### src/rtl/crc8_pkg.sv
// +----------------------------------------------------------------------------+
// | crc8_pkg: CRC-8/MAXIM constants, update rule and checker state type.      |
// | Revision: 1.0                                                              |
// +----------------------------------------------------------------------------+
`default_nettype none

package crc8_pkg;

  localparam logic [7:0] CRC8_POLY_REFL = 8'h8C;
  localparam logic [7:0] CRC8_INIT      = 8'h00;

  typedef enum logic [1:0] {
    IDLE   = 2'd0,
    SHIFT  = 2'd1,
    RESULT = 2'd2
  } crc_chk_state_e;

  // Reflected (right-shift) single-bit update; shared with the generator.
  function automatic logic [7:0] crc8_step(input logic [7:0] crc, input logic din);
    logic fb;
    fb = crc[0] ^ din;
    return (crc >> 1) ^ (fb ? CRC8_POLY_REFL : 8'h00);
  endfunction

endpackage

`default_nettype wire

### src/rtl/crc8_lfsr.sv
// +----------------------------------------------------------------------------+
// | crc8_lfsr: bit-serial CRC-8/MAXIM engine with init and step controls.     |
// | Revision: 1.0                                                              |
// +----------------------------------------------------------------------------+
`default_nettype none

module crc8_lfsr
  import crc8_pkg::*;
#(
  parameter logic [7:0] INIT = CRC8_INIT
) (
  input  logic       clk_i,
  input  logic       rst_ni,
  input  logic       init_i,
  input  logic       step_i,
  input  logic       bit_i,
  output logic [7:0] crc_o
);

  logic [7:0] crc_q;
  logic [7:0] crc_d;

  // Init takes priority so a frame restart never absorbs a stray bit.
  always_comb begin
    crc_d = crc_q;
    if (init_i) begin
      crc_d = INIT;
    end else if (step_i) begin
      crc_d = crc8_step(crc_q, bit_i);
    end
  end

  always_ff @(posedge clk_i or negedge rst_ni) begin
    if (!rst_ni) begin
      crc_q <= INIT;
    end else begin
      crc_q <= crc_d;
    end
  end

  assign crc_o = crc_q;

endmodule

`default_nettype wire

### config.mk
export PLATFORM = sky130hd
export DESIGN_NAME = crc8_lfsr
export DESIGN_NICKNAME = d
export VERILOG_FILES = /design/src/rtl/crc8_pkg.sv /design/src/rtl/crc8_lfsr.sv
export SDC_FILE = /design/constraint.sdc
export NUM_CORES = 1
export LEC_CHECK = 0
export CAP_MARGIN = 5
export CORE_AREA = 4 4 41 43
export DETAILED_ROUTE_END_ITERATION = 10
export DIE_AREA = 0 0 45 47
export PLACE_DENSITY = 0.51
export SYNTH_ARGS = -nofsm -noshare
export SYNTH_HDL_FRONTEND = slang
export SYNTH_SLANG_ARGS = --single-unit
export TNS_END_PERCENT = 10
### constraint.sdc
create_clock -name clk_i -period 1.21 [get_ports clk_i]
set_input_delay 0.242 -clock clk_i [delete_from_list [all_inputs] [get_ports clk_i]]
set_output_delay 0.242 -clock clk_i [all_outputs]
set_load 0.02 [all_outputs]
==> run metrics <==
outcome=complete, no violations; R2R depth=3; Critical Path Start=step_i; Clock Latency Late Sink=0.26 ns; Hold Slack=0.2709 ns; wirelength, routed=903 um; die width=45 um; synth-to-layout area growth=59.73%; FF-to-FF setup slack=0.02 ns; Tot Pwr=622.0 uW; drt pass-1 iters=1; Crit Path Class=in -> reg; post-synthesis sequential area ratio=0.5369; I/O pins=13; PD cells=1044 nW/um^2; # fillers=132; hpwl dp=723.9 um; Root Driver=clkbuf_4; clock slew at reported path FFs=0.06 ns; Cells after Synth=32; Slew @ Worst Pin=0.3853 ns; # setup viols final=0; CP max-delay cell=clkdlybuf4s50_1; largest net degree at the start of global routing=10; Max H-tree Level=1; Via Count=325; footprint of the multi-input gates=163.9 um^2; first-pass GRT wire length=1524 um; GPL Wtd Cong=0.6258; Yosys cell types=15; crit end category=register; Max Cap Viol=0; Max stage delay on crit path=0.49 ns; Num CTS Buffers=3; Largest register FFs=8; Critical Path Sink=crc_o[2]; antenna cell count=0; 1st-iter DRT viols=0; Syn. warnings=0; WP data arrival=1.37 ns; Fin Clk Skew=0.004746 ns; I/O Buffers=12; post-route antenna net violation count=0; full die area=2115 um^2; critical path fanouts, max=3; Hold Path Class=in -> async; initial antenna violation count=0; GR Overflow Total=0; worst flop-to-flop path startpoint=crc_o[0]; CP required=1.37 ns; Worst setup SP type=input pin; Reg-to-Reg End=crc_o[2]; leakage power=0.3003 nW; core area=1301 um^2; maximum VDD drop=0.8349 mV; fmax=826.6 MHz; Nets=63; clock sinks=8; minimum clock period=1.210 ns; initial core utilization=0.2865; share of cells above drive strength 1=0.3860; hold_buf cts=0; Synth Net Count=37; Clock Path Buffers=2; number of core rows=13; wire length per cell=12.54 um; Placement Setup Slack=-0.2768 ns; Critical Path, Cell by Cell=clkdlybuf4s50_1 > inv_2 > or4_1 > o311ai_2; Slew HR=0.7423; Tot GR Track Use=0.1085; Syn Area/Cell=11.65 um^2; final hold vios=0; RSZ-0062 raised after global routing=true; Final period util=0.9999; Worst Slack Setup Final=0.0001610 ns; die height=47 um; register bit total from synthesis=8; mapped cell area=372.9 um^2; Final Max Slew Viols=0; residual DRC count=0; vias in the first global route=352; register area=201.4 um^2; Via density=4.514; CTS tree=yes
-- per-stage QoR --
stage          TNS [ns]  cells  utilization  area, um^2
6_report              0     72       0.4577       595.6
2_1_floorplan         0     32            -       374.1
3_5_place_dp     -1.140     68       0.4452       579.3
5_1_grt        -0.05424     72       0.4577       595.6
3_3_place_gp    -0.9364     68       0.4452       579.3
4_1_cts               0     72       0.4644       604.3
-- worst max-delay path: cells and delay by family --
family	cells	cell delay, ns
AND/OR/NAND/NOR	1	0.48
buffers and inverters	2	0.54
AO/OA/AOI/OAI	1	0.10
-- cells in the final DEF, fill, tap and decap left out, drive strengths merged --
cell type       n
clkdlybuf4s15   3
o211ai          1
o311ai          1
or4             2
dlygate4sd2     1
nand3b          1
a211oi          1
clkdlybuf4s50   4
clkbuf          6
buf            13
xnor2           1
dfrtp           8
nor2            6
inv             1
or2b            1
mux2i           5
xor2            1
nand4b          1
-- synth_stat cells --
| library cell | number | area [um^2] |
|---|---|---|
| buf_6 | 1 | 11.26 |
| mux2i_1 | 5 | 50.05 |
| nand3b_1 | 1 | 7.510 |
| o311ai_1 | 1 | 8.760 |
| or2b_1 | 1 | 7.510 |
| xor2_1 | 1 | 8.760 |
| o211ai_1 | 1 | 7.510 |
| nor2_1 | 6 | 22.52 |
| or4_1 | 2 | 15.01 |
| xnor2_1 | 1 | 8.760 |
| inv_2 | 1 | 3.750 |
| dfrtp_1 | 8 | 200.2 |
| nand4b_1 | 1 | 8.760 |
| a211oi_1 | 1 | 7.510 |
| buf_2 | 1 | 5.000 |
-- report_power, final --
part           switching, mW  internal (mW)
Clock                 0.0949          0.126
Combinational         0.0547         0.0586
Sequential           0.00831          0.279
-- per-layer routing --
layer  up-vias  GRT usage  part of all wire
li1        162          -                 -
met1       147     0.1194              0.44
met2        12     0.1610              0.47
met3         4    0.04981             0.054
met4         0    0.08772             0.032
met5         -          0                 0
-- final cells by class --
type / instances / area share
inverter: 1 / 0.006303
clock buffer: 4 / 0.04412
sequential: 8 / 0.3382
multi-input combinational: 21 / 0.2752
tap: 15 / 0.03151
timing repair buffer: 23 / 0.3046
-- worst min-delay path by stage --
stage,endpoint,slack (ns)
2_1_floorplan,crc_o[0],-0.05
3_3_place_gp,crc_o[0],0.53
3_5_place_dp,crc_o[5],0.55
4_1_cts,crc_o[5],0.26
5_1_grt,crc_o[5],0.29
6_report,crc_o[5],0.27
-- logic make-up after synthesis --
family / share of synthesized area
simple gates: 0.1644
flops: 0.5369
mux: 0.1342
compound gates: 0.06378
buf+inv: 0.05367
xor+xnor: 0.04699
-- what timing repair did --
item,in CTS,in global routing
setup endpoints to repair,8,9
resized for setup,15,8
gates cloned,0,0
buffers inserted,0,0
(Power assumes the default switching activity.)
